==> config.mk <==
export PLATFORM = sky130hd
export DESIGN_NAME = alu_result_sel_pipe
export DESIGN_NICKNAME = d
export VERILOG_FILES = /design/src/rtl/alu_pkg.sv /design/src/rtl/alu_result_fifo2.sv /design/src/rtl/alu_result_sel_pipe.sv
export SDC_FILE = /design/constraint.sdc
export NUM_CORES = 1
export LEC_CHECK = 0
export BUFFER_PORTS_ARGS = -buffer_cell sky130_fd_sc_hd__buf_2
export CORE_ASPECT_RATIO = 1.25
export CORE_MARGIN = 8
export CORE_UTILIZATION = 47
export DETAILED_ROUTE_END_ITERATION = 10
export GPL_ROUTABILITY_DRIVEN = 0
export PLACE_DENSITY = 0.92
export SLEW_MARGIN = 20
export SYNTH_ARGS = -nofsm -noshare
export SYNTH_HDL_FRONTEND = slang
export SYNTH_SLANG_ARGS = --single-unit
==> constraint.sdc <==
create_clock -name clk -period 3 [get_ports clk]
set_input_delay 0.6 -clock clk [delete_from_list [all_inputs] [get_ports clk]]
set_output_delay 0.6 -clock clk [all_outputs]
set_load 0.03 [all_outputs]
==> src/rtl/alu_pkg.sv <==
// Shared definitions for the ALU result-select pipeline: default sizes,
// opcode constants, the result-entry layout and the output-buffer occupancy.
package alu_pkg;

  localparam int unsigned N_DEF       = 16;
  localparam int unsigned NUM_OPS_DEF = 11;
  localparam int unsigned OPW_DEF     = 4;

  // Default opcode assignments for the functional-unit result channels.
  localparam logic [OPW_DEF-1:0] OP_ADD   = 4'd0;
  localparam logic [OPW_DEF-1:0] OP_SUB   = 4'd1;
  localparam logic [OPW_DEF-1:0] OP_MULT  = 4'd2;
  localparam logic [OPW_DEF-1:0] OP_OR    = 4'd3;
  localparam logic [OPW_DEF-1:0] OP_AND   = 4'd4;
  localparam logic [OPW_DEF-1:0] OP_XOR   = 4'd5;
  localparam logic [OPW_DEF-1:0] OP_RS    = 4'd6;
  localparam logic [OPW_DEF-1:0] OP_LS    = 4'd7;
  localparam logic [OPW_DEF-1:0] OP_RR    = 4'd8;
  localparam logic [OPW_DEF-1:0] OP_HOLD  = 4'd9;
  localparam logic [OPW_DEF-1:0] OP_INSTA = 4'd10;

  // Status flags travelling with every buffered result.
  typedef struct packed {
    logic zero;
    logic neg;
    logic err;
  } res_flags_t;

  // Result entry at the default datapath width.
  typedef struct packed {
    logic [N_DEF-1:0] data;
    logic             zero;
    logic             neg;
    logic             err;
  } res_entry_t;

  // Occupancy of the 2-entry output buffer.
  typedef enum logic [1:0] {
    FIFO_EMPTY = 2'd0,
    FIFO_ONE   = 2'd1,
    FIFO_FULL  = 2'd2
  } fifo_occ_t;

endpackage

==> src/rtl/alu_result_fifo2.sv <==
// Generic 2-entry valid/ready buffer. in_ready_o is registered from the
// next occupancy so it never depends combinationally on out_ready_i.
module alu_result_fifo2
  import alu_pkg::*;
#(
  parameter int unsigned W = 8
) (
  input  logic         clk,
  input  logic         rst_n,
  input  logic         in_valid_i,
  input  logic [W-1:0] in_data_i,
  output logic         in_ready_o,
  output logic         out_valid_o,
  output logic [W-1:0] out_data_o,
  input  logic         out_ready_i
);

  fifo_occ_t      occ_q, occ_d;
  logic [W-1:0]   mem_q [2];
  logic           rd_ptr_q;
  logic           wr_ptr_q;
  logic           ready_q;
  logic           push;
  logic           pop;

  assign push        = in_valid_i && ready_q;
  assign pop         = (occ_q != FIFO_EMPTY) && out_ready_i;
  assign in_ready_o  = ready_q;
  assign out_valid_o = (occ_q != FIFO_EMPTY);
  assign out_data_o  = mem_q[rd_ptr_q];

  // Next occupancy from push/pop; simultaneous push and pop keeps it unchanged.
  always_comb begin
    occ_d = occ_q;
    unique case (occ_q)
      FIFO_EMPTY: if (push) occ_d = FIFO_ONE;
      FIFO_ONE: begin
        if (push && !pop)      occ_d = FIFO_FULL;
        else if (!push && pop) occ_d = FIFO_EMPTY;
      end
      FIFO_FULL:  if (pop) occ_d = FIFO_ONE;
      default:    occ_d = FIFO_EMPTY;
    endcase
  end

  // Occupancy, pointers and the registered ready flag.
  always_ff @(posedge clk) begin
    if (!rst_n) begin
      occ_q    <= FIFO_EMPTY;
      rd_ptr_q <= 1'b0;
      wr_ptr_q <= 1'b0;
      ready_q  <= 1'b0;
    end else begin
      occ_q   <= occ_d;
      ready_q <= (occ_d != FIFO_FULL);
      if (push) wr_ptr_q <= ~wr_ptr_q;
      if (pop)  rd_ptr_q <= ~rd_ptr_q;
    end
  end

  // Entry storage; slots not being written keep their previous contents.
  always_ff @(posedge clk) begin
    if (!rst_n) begin
      for (int unsigned i = 0; i < 2; i++) begin
        mem_q[i] <= '0;
      end
    end else if (push) begin
      mem_q[wr_ptr_q] <= in_data_i;
    end
  end

endmodule

==> src/rtl/alu_result_sel_pipe.sv <==
// Registered ALU result selector: decodes the opcode, selects one of NUM_OPS
// result channels (or the last committed result on HOLD_OP), computes flags
// and hands entries to a 2-entry valid/ready output buffer.
// Optional feature macro: ALU_RESULT_PARITY_EN adds result_par, the even
// parity over {flag_err, result}, stored per buffered entry.
module alu_result_sel_pipe
  import alu_pkg::*;
#(
  parameter int unsigned N       = N_DEF,
  parameter int unsigned NUM_OPS = NUM_OPS_DEF,
  parameter int unsigned OPW     = OPW_DEF,
  parameter int unsigned HOLD_OP = int'(OP_HOLD)
) (
  input  logic               clk,
  input  logic               rst_n,
  input  logic [NUM_OPS*N-1:0] ops_in,
  input  logic [OPW-1:0]     opcode,
  input  logic               in_valid,
  output logic               in_ready,
  output logic [N-1:0]       result,
  output logic               flag_zero,
  output logic               flag_neg,
  output logic               flag_err,
  output logic               out_valid,
`ifdef ALU_RESULT_PARITY_EN
  output logic               result_par,
`endif
  input  logic               out_ready
);

  typedef struct packed {
`ifdef ALU_RESULT_PARITY_EN
    logic       par;
`endif
    logic [N-1:0] data;
    res_flags_t   flags;
  } entry_t;

  logic [N-1:0] last_q;
  logic [N-1:0] sel_data;
  logic         sel_err;
  logic         load_last;
  logic         accept;
  entry_t       in_entry;
  entry_t       head;

  assign accept = in_valid && in_ready;

  // Opcode decode; HOLD_OP is checked first so it wins even inside 0..NUM_OPS-1.
  always_comb begin
    sel_data  = '0;
    sel_err   = 1'b0;
    load_last = 1'b0;
    if (32'(opcode) == HOLD_OP) begin
      sel_data = last_q;
    end else if (32'(opcode) < NUM_OPS) begin
      for (int unsigned k = 0; k < NUM_OPS; k++) begin
        if (32'(opcode) == k) sel_data = ops_in[k*N +: N];
      end
      load_last = 1'b1;
    end else begin
      sel_err = 1'b1;
    end
  end

  // Flags are derived from the selected data before it enters the buffer.
  always_comb begin
    in_entry            = '0;
    in_entry.data       = sel_data;
    in_entry.flags.zero = (sel_data == '0);
    in_entry.flags.neg  = sel_data[N-1];
    in_entry.flags.err  = sel_err;
`ifdef ALU_RESULT_PARITY_EN
    in_entry.par        = ^{sel_err, sel_data};
`endif
  end

  // Last committed legal result, re-issued by HOLD_OP in place of a latch.
  always_ff @(posedge clk) begin
    if (!rst_n) begin
      last_q <= '0;
    end else if (accept && load_last) begin
      last_q <= sel_data;
    end
  end

  alu_result_fifo2 #(
    .W ($bits(entry_t))
  ) u_fifo (
    .clk         (clk),
    .rst_n       (rst_n),
    .in_valid_i  (in_valid),
    .in_data_i   (in_entry),
    .in_ready_o  (in_ready),
    .out_valid_o (out_valid),
    .out_data_o  (head),
    .out_ready_i (out_ready)
  );

  assign result    = head.data;
  assign flag_zero = head.flags.zero;
  assign flag_neg  = head.flags.neg;
  assign flag_err  = head.flags.err;
`ifdef ALU_RESULT_PARITY_EN
  assign result_par = head.par;
`endif

endmodule

==> results.yml, run 1 <==
status:
  outcome: "completed"
synthesis:
  synth.area.top_cells: "edfxtp_1 (25%), dfxtp_1 (10%), mux2i_1 (8.7%), mux2_2 (6.6%), nor2_1 (4.6%)"
  syn-num-nets: 647
  async_reset_ff_share_pct: 0
  synthFlopType: "edfxtp_1"
  synthAdderAreaFrac_pct: 0
  synthMuxAreaShare_pct: 19.82
  yosysWarnings: 0
  synth_xor_area_share_pct: 0.2050
  avgSynthCellArea_um2: 9.229
  syn_area_um2: 4273
  synthCells: 463
  synth_top_family_by_area: "compound AO/OA/AOI/OAI gates"
  synth-edff-count: 36
  ys_seq_area_share_pct: 35.61
  synth_compound_area_share_pct: 20.50
  ys_seq_elements: 58
  yosys.area_share.simple_pct: 17.42
  synth_top_area_cell: "edfxtp_1"
  yosysUniqueCellTypes: 56
  synth_top_cell_area_share_pct: 25.30
critical_path:
  critPathArrivalTime_ns: 2.84
  timing_worst_setup_path_type: "in2reg"
  end_kind: "flop"
  start_kind: "input port"
  cp_max_fo: 36
  critPathRequiredTime_ns: 3.15
power:
  clockPowerShare_pct: 37.1
  seq_power_share_pct: 37.8
  p_per_area_nw_per_um2: 430.7
  p_leak_nw: 2.559
  switching_share_pct: 28.83
  net-switching-power_uw: 696.9
  power_frac_comb_pct: 25.2
  peakVddDrop_mv: 0.3504
  p_int_mw: 1.721
sta:
  period_minus_slack_ns: 2.687
  skew_ns: 0.004697
  hold_viol: 0
  worst_pin_slew_ns: 0.8653
  setup_viol: 0
  rsz0062_at_grt: "no"
  finalHoldWorstSlack_ns: 0.5051
  slew_viol_final: 0
  fmax_mhz: 372.2
  max_slew_margin_pct: 42.19
  finalCritPeriodShare_pct: 89.55
  setup_tns_ns: 0
clocking:
  clkTransAtPathRegs_ns: 0.05
  clock_latency_ns: 0.32
  clock_path_buffers: 2
  postCtsSetupRepairBufs: 0
  cts_buffers: 9
  cts_resized: 0
  cts_tree: "yes"
  holdBufCountCts: 0
  root_buffer: "clkbuf_16"
  cts.sinks: 58
  htreeDepth: 3
cells_and_area:
  nets: 831
  final_layout_size_suffix_gt1_share_pct: 41.87
  final_cell_mix: "buf_2 (187), nor2_1 (52), mux2i_1 (37)"
  fillers: 738
  antenna_cells: 0
  syn2layout_area_growth_pct: 31.36
  final_common_cell: "buf_2"
routing:
  drc: 0
  drtIter0Drc: 330
  dr.max_layer_used: "met4"
  wl_met3_um: 1078
  dr.pass1.iters: 5
  vias: 4501
  wl_met1_um: 5604
  ant_nets: 0
  vias_per_cell: 5.808
  wl_per_cell_um: 18.45
  wl_um: 14300
  wl_met2_um: 7038
floorplan:
  io_pins: 205
  dieArea_um2: 12420
  core_um2: 8979
  die-width_um: 101.3
  start_util_pct: 47.59
  die_h_um: 122.6
  num_rows: 39
grt:
  grt_pass1_wl_um: 22310
  grt_util_all_layers_pct: 22.76
  grt.overflow.total: 0
  grt_start_max_net_pins: 37
  antenna_found_initial: 0
  grt_pass1_vias: 4661
placed_design:
  dp_hpwl_um: 11400
  port_buffers: 188
flow_run:
  maxCapViolations: 0
worst_hold_path:
  hold_path_class: "reg2reg"
[layer usage]
metal	up-vias	GRT usage [%]
met5	-	0
met3	55	5.448
met4	0	14.10
met2	290	38.05
li1	2078	-
met1	2078	25.64
[final timing paths]
check / cells past startpoint / slack [ns] / from / endpoint
setup / recovery: 7 / 0.31 / opcode[0] / u_fifo.mem_q[0][2]
hold / removal: 1 / 0.51 / last_q[2] / last_q[2]
setup reg to reg: 7 / 0.95 / last_q[11] / u_fifo.mem_q[0][2]
hold reg to reg: 1 / 0.51 / last_q[2] / last_q[2]
[critical path, stage by stage]
cell	delay, ns
buf_4	0.40
or2_1	0.39
o221ai_1	0.20
a21oi_2	0.30
nand4_1	0.16
or4_1	0.53
nor3_1	0.23
[per-stage QoR]
stage	utilization [%]	setup WS (ns)	total power, mW	std cells	cell area (um2)
final	62.51	0.3134	2.418	775	5613
after global routing	62.51	0.1606	2.516	775	5613
after CTS	62.51	0.3673	2.418	775	5613
after detailed placement	59.57	0.03103	1.531	759	5349
after global placement	59.57	0.1386	1.512	759	5349
after floorplan	-	0.4954	1.301	463	4273
[power by group through the flow]
stage               clock [mW]  sequential (mW)  combinational (mW)
floorplan                    0            0.919               0.382
global placement             0            0.924               0.587
detailed placement           0            0.928               0.602
CTS                      0.900            0.913               0.605
global route             0.943            0.917               0.655
finish                   0.896            0.913               0.609
[flip-flops by register name, summed over array words and instances (netlist names), named ones only]
| register | cells |
|---|---|
| u_fifo.occ_q | 2 |
| u_fifo.wr_ptr_q | 1 |
| u_fifo.mem_q | 36 |
| last_q | 16 |
| u_fifo.rd_ptr_q | 1 |
| u_fifo.in_ready_o | 1 |
[cell type report]
cell class              count  area, um2  share of cell area, %
well taps                 123      153.9                  2.742
inverters                   9      33.78                 0.6019
multi-input cells         355       2476                  44.11
clock buffers              10      229.0                  4.079
flip-flops and latches     58       1521                  27.11
clock inverters             6      35.03                 0.6242
repair buffers            214       1164                  20.73
[Yosys cell counts (2+ instances only)]
library cell and count:
o311a_1 2, buf_6 5, mux4_2 8, buf_2 9
buf_4 6, nand2_1 36, nand2b_1 6, nor2b_1 24
o211ai_1 2, a211oi_1 9, a21o_1 2, a21oi_2 4
o31ai_1 2, o21a_1 3, and2_1 8, nor3_1 7
clkbuf_1 16, o22a_1 2, o22ai_1 12, mux2_2 25
a31oi_1 3, a21oi_1 31, a22oi_1 2, nand3b_1 3
o211a_1 10, dfxtp_1 22, nor2_1 52, buf_1 4
o21ai_0 25, nand3_1 7, or4_1 3, nand4_1 2
inv_1 8, edfxtp_1 36, or2_2 2, o221ai_1 6
a311oi_1 2, mux2i_1 37, a32oi_1 3
[logic make-up (layout without fill, tap and decap cells)]
| family | count (synthesis) | count (layout) |
|---|---|---|
| buf+inv | 50 | 239 |
| xor+xnor | 1 | 1 |
| mux | 71 | 71 |
| flops | 58 | 58 |
| simple gates | 155 | 155 |
| compound gates | 128 | 128 |
Power figures use the tool's default switching activity.
==> run 2, diff against run 1 <==
Settings changed: PLACE_DENSITY 0.92 to 0.83.
==> results.yml, run 2 (synthesis gave the netlist of run 1 again) <==
clocking:
  clkTransAtPathRegs_ns: 0.05
  cts_buffers: 9
  htreeDepth: 3
  postCtsSetupRepairBufs: 0
  root_buffer: "clkbuf_16"
  holdBufCountCts: 0
  cts_resized: 0
  clock_path_buffers: 2
  clock_latency_ns: 0.32
  cts.sinks: 58
  cts_tree: "yes"
sta:
  skew_ns: 0.005039
  slew_viol_final: 0
  setup_tns_ns: 0
  max_slew_margin_pct: 45.56
  fmax_mhz: 389.1
  finalCritPeriodShare_pct: 85.67
  worst_pin_slew_ns: 0.8156
  setup_viol: 0
  rsz0062_at_grt: "no"
  hold_viol: 0
  period_minus_slack_ns: 2.570
critical_path:
  end_kind: "flop"
  critPathArrivalTime_ns: 2.72
  critPathRequiredTime_ns: 3.15
  start_kind: "input port"
  timing_worst_setup_path_type: "in2reg"
  cp_max_fo: 28
  ff2ff_path_depth: 7
  timing.rr.start: "last_q[15]"
  reg2reg_to: "u_fifo.mem_q[0][2]"
  regToRegSetupSlack_ns: 1.08
floorplan:
  io_pins: 205
  die_h_um: 122.6
  die-width_um: 101.3
  num_rows: 39
  core_um2: 8979
  start_util_pct: 47.59
  dieArea_um2: 12420
cells_and_area:
  nets: 839
  largest_reg_flops: 36
  fillers: 772
  multi_input_area_um2: 2476
  final_layout_size_suffix_gt1_share_pct: 42.73
  syn2layout_area_growth_pct: 34.11
  final_core_util_pct: 63.82
  regMostFlops: "u_fifo.mem_q"
  final_common_cell: "buf_2"
  seqCellArea_um2: 1521
  fin_cells: 784
  final_cell_mix: "buf_2 (187), nor2_1 (52), mux2i_1 (37)"
  reg_top3: "u_fifo.mem_q: 36 flops, last_q: 16 flops, u_fifo.occ_q: 2 flops"
power:
  power_frac_comb_pct: 23.8
  clockPowerShare_pct: 41.1
  seq_power_share_pct: 35.1
  fin_total_pwr_mw: 2.599
  switching_share_pct: 26.85
  peakVddDrop_mv: 0.2573
  p_int_mw: 1.901
  p_leak_nw: 2.622
  net-switching-power_uw: 698.0
  p_per_area_nw_per_um2: 453.6
grt:
  grt_pass1_vias: 4618
  grt_pass1_wl_um: 22220
  grt_util_all_layers_pct: 22.73
  grt.overflow.total: 0
  antenna_found_initial: 3
  grt_start_max_net_pins: 35
worst_hold_path:
  min_from: "last_q[14]"
  hold_path_class: "reg2reg"
  holdPathEnd: "last_q[14]"
  min_path_cells: 1
routing:
  ant_nets: 0
  wl_um: 14470
  drtIter0Drc: 347
  wl_per_cell_um: 18.45
  drc: 0
  dr.pass1.iters: 7
  vias_per_cell: 5.673
  vias: 4448
placed_design:
  dp.cells: 767
  dp_hpwl_um: 11470
  port_buffers: 188
status:
  outcome: "completed"
flow_run:
  maxCapViolations: 0
run 2: worst max path at each step:
stage                                  from                  to  slack (ns)  depth (start not counted)
after floorplan           u_fifo.in_ready_o  u_fifo.mem_q[0][0]        0.50                          2
after global placement            opcode[0]  u_fifo.mem_q[1][2]        0.15                          8
after detailed placement          opcode[0]  u_fifo.mem_q[0][2]        0.08                          9
after CTS                         opcode[0]  u_fifo.mem_q[0][2]        0.42                          9
after global routing              opcode[0]  u_fifo.mem_q[1][2]        0.30                          9
final                             opcode[0]  u_fifo.mem_q[0][2]        0.43                          9
run 2: worst max-delay path, stage by stage:
cell,delay [ns]
buf_4,0.35
buf_4,0.23
mux2i_1,0.22
a211oi_1,0.10
a21o_1,0.16
a21oi_2,0.15
nand4_1,0.16
or4_1,0.53
nor3_1,0.21
run 2: power groups by stage:
stage / sequential (mW) / combinational (mW) / clock (mW)
CTS: 0.913 / 0.617 / 1.07
detailed placement: 0.928 / 0.612 / 0
floorplan: 0.919 / 0.382 / 0
global route: 0.917 / 0.667 / 1.11
finish: 0.913 / 0.618 / 1.07
global placement: 0.925 / 0.598 / 0
run 2: layout make-up:
class,count,share of cell area [%]
well taps,123,2.686
diodes,1,0.04367
inverters,9,0.5895
clock inverters,7,1.638
clock buffers,9,3.930
multi-input cells,355,43.21
flip-flops and latches,58,26.55
repair buffers,222,21.35
run 2: through the flow:
stage                     cell area [um2]  setup slack [ns]  hold WS [ns]
after detailed placement             5409           0.07891        0.4895
after global placement               5409            0.1541        0.4803
after floorplan                      4273            0.4954        0.4719
after global routing                 5728            0.2995        0.5230
final                                5731            0.4300        0.5020
after CTS                            5728            0.4201        0.5033
run 2: per-layer routing:
layer,wire length [um],part of all wire (%),track usage [%],up-vias
li1,-,-,-,2098
met4,352,2.4,8.123,6
met5,32,0.22,0,-
met2,7347,51,39.86,215
met3,1153,8.0,5.902,33
met1,5582,39,25.97,2096
==> run 3, diff against run 2 <==
Settings changed: MAX_ROUTING_LAYER set to met4.
==> results.yml, run 3 (synthesis gave the netlist of run 1 again) <==
sta:
  setup_tns_ns: 0
  finalHoldWorstSlack_ns: 0.5037
  setup_viol: 0
  period_minus_slack_ns: 2.563
  worst_pin_slew_ns: 0.8142
  timing.final.ws_setup_ns: 0.4372
  skew_ns: 0.006057
  slew_viol_final: 0
  hold_viol: 0
  fmax_mhz: 390.2
  rsz0062_at_grt: "no"
  finalCritPeriodShare_pct: 85.43
  max_slew_margin_pct: 45.65
critical_path:
  cpPeakStageDelay_ns: 0.53
  crit_path_cell_trace: "buf_4 -> buf_4 -> mux2i_1 -> a211oi_1 -> a21o_1 -> a21oi_2 -> nand4_1 -> or4_1 -> nor3_1"
  start_kind: "input port"
  crit_slowest_cell: "or4_1"
  ff2ff_path_depth: 7
  end_kind: "flop"
  crit_top_cell: "buf_4"
  critPathArrivalTime_ns: 2.72
  cp.depth: 9
  timing_worst_setup_path_type: "in2reg"
  critPathBufInv: 2
  cp_max_fo: 28
  critPathRequiredTime_ns: 3.15
  crit_family: "simple AND/OR/NAND/NOR gates"
power:
  p_per_area_nw_per_um2: 452.5
  net-switching-power_uw: 696.4
  p_leak_nw: 2.622
  seq_power_share_pct: 35.1
  switching_share_pct: 26.81
  p_int_mw: 1.901
  fin_total_pwr_mw: 2.598
  peakVddDrop_mv: 0.2562
  power_frac_comb_pct: 23.8
  clockPowerShare_pct: 41.1
cells_and_area:
  fillers: 771
  largest_reg_flops: 36
  regMostFlops: "u_fifo.mem_q"
  nets: 839
  multi_input_area_um2: 2476
  final_common_cell: "buf_2"
  final_layout_size_suffix_gt1_share_pct: 42.73
  seqCellArea_um2: 1521
  final_cell_mix: "buf_2 (187), nor2_1 (52), mux2i_1 (37)"
  reg_top3: "u_fifo.mem_q: 36 flops, last_q: 16 flops, u_fifo.occ_q: 2 flops"
  final_core_util_pct: 63.94
  syn2layout_area_growth_pct: 34.35
floorplan:
  num_rows: 39
  die-width_um: 101.3
  io_pins: 205
  core_um2: 8979
  dieArea_um2: 12420
  die_h_um: 122.6
  start_util_pct: 47.59
clocking:
  htreeDepth: 3
  clock_path_buffers: 2
  cts_buffers: 9
  cts.sinks: 58
  cts_tree: "yes"
  postCtsSetupRepairBufs: 0
  holdBufCountCts: 0
  clock_latency_ns: 0.32
  root_buffer: "clkbuf_16"
  cts_resized: 0
  clkTransAtPathRegs_ns: 0.05
placed_design:
  dp_hpwl_um: 11470
  post-place-ws_ns: 0.07891
  port_buffers: 188
grt:
  grt_pass1_vias: 4621
  grt_pass1_wl_um: 22220
  grt_util_all_layers_pct: 23.43
  antenna_found_initial: 4
  grt.overflow.total: 0
  grt_start_max_net_pins: 35
routing:
  wl_um: 14470
  ant_nets: 0
  vias: 4413
  wl_per_cell_um: 18.37
  drc: 0
  vias_per_cell: 5.600
  dr.pass1.iters: 5
  drtIter0Drc: 275
worst_hold_path:
  hold_path_class: "reg2reg"
  min_path_cells: 1
status:
  outcome: "completed"
flow_run:
  maxCapViolations: 0
==> run 3: changes by cell type in the layout (fill, tap and decap cells not counted) <==
cell	change
diode_2	+4
==> run 3: path summary, 6_finish.rpt <==
kind,from,end,slack [ns]
worst max-delay path,opcode[0],u_fifo.mem_q[0][2],0.44
worst min-delay path,last_q[14],last_q[14],0.50
worst max register to register,last_q[11],u_fifo.mem_q[0][2],1.07
worst min register to register,last_q[14],last_q[14],0.50
==> run 3: final cells by class <==
class,count,share of cell area [%]
repair buffers,222,21.32
diodes,5,0.2180
flip-flops and latches,58,26.50
clock inverters,7,1.635
well taps,123,2.681
inverters,9,0.5885
clock buffers,9,3.923
multi-input cells,355,43.13
==> run 3: per-stage QoR <==
| step | cells | cell area, um2 |
|---|---|---|
| 2_1_floorplan | 463 | 4273 |
| 3_3_place_gp | 767 | 5409 |
| 3_5_place_dp | 767 | 5409 |
| 4_1_cts | 783 | 5728 |
| 5_1_grt | 787 | 5738 |
| 6_report | 788 | 5741 |
==> run 3: power groups by stage <==
stage	registers [mW]	logic [mW]	clock network, mW
floorplan	0.919	0.382	0
finish	0.913	0.618	1.07
global placement	0.925	0.598	0
detailed placement	0.928	0.612	0
global route	0.917	0.667	1.11
CTS	0.913	0.617	1.07
==> run 3: worst reg2reg max path: cells and delay by family, from the launching register on <==
family / cells / cell delay (ns)
AND/OR/NAND/NOR: 3 / 0.90
AO/OA/AOI/OAI: 3 / 0.43
flip-flops: 1 / 0.31
multiplexers: 1 / 0.12
==> run 3: metal layers <==
metal	vias up	track usage [%]	share of wire, %	wire length, um
met3	28	5.392	7.2	1048
li1	2108	-	-	-
met2	212	39.90	50	7280
met1	2065	26.28	40	5779
met4	0	8.123	2.5	365
met5	-	-	0	0
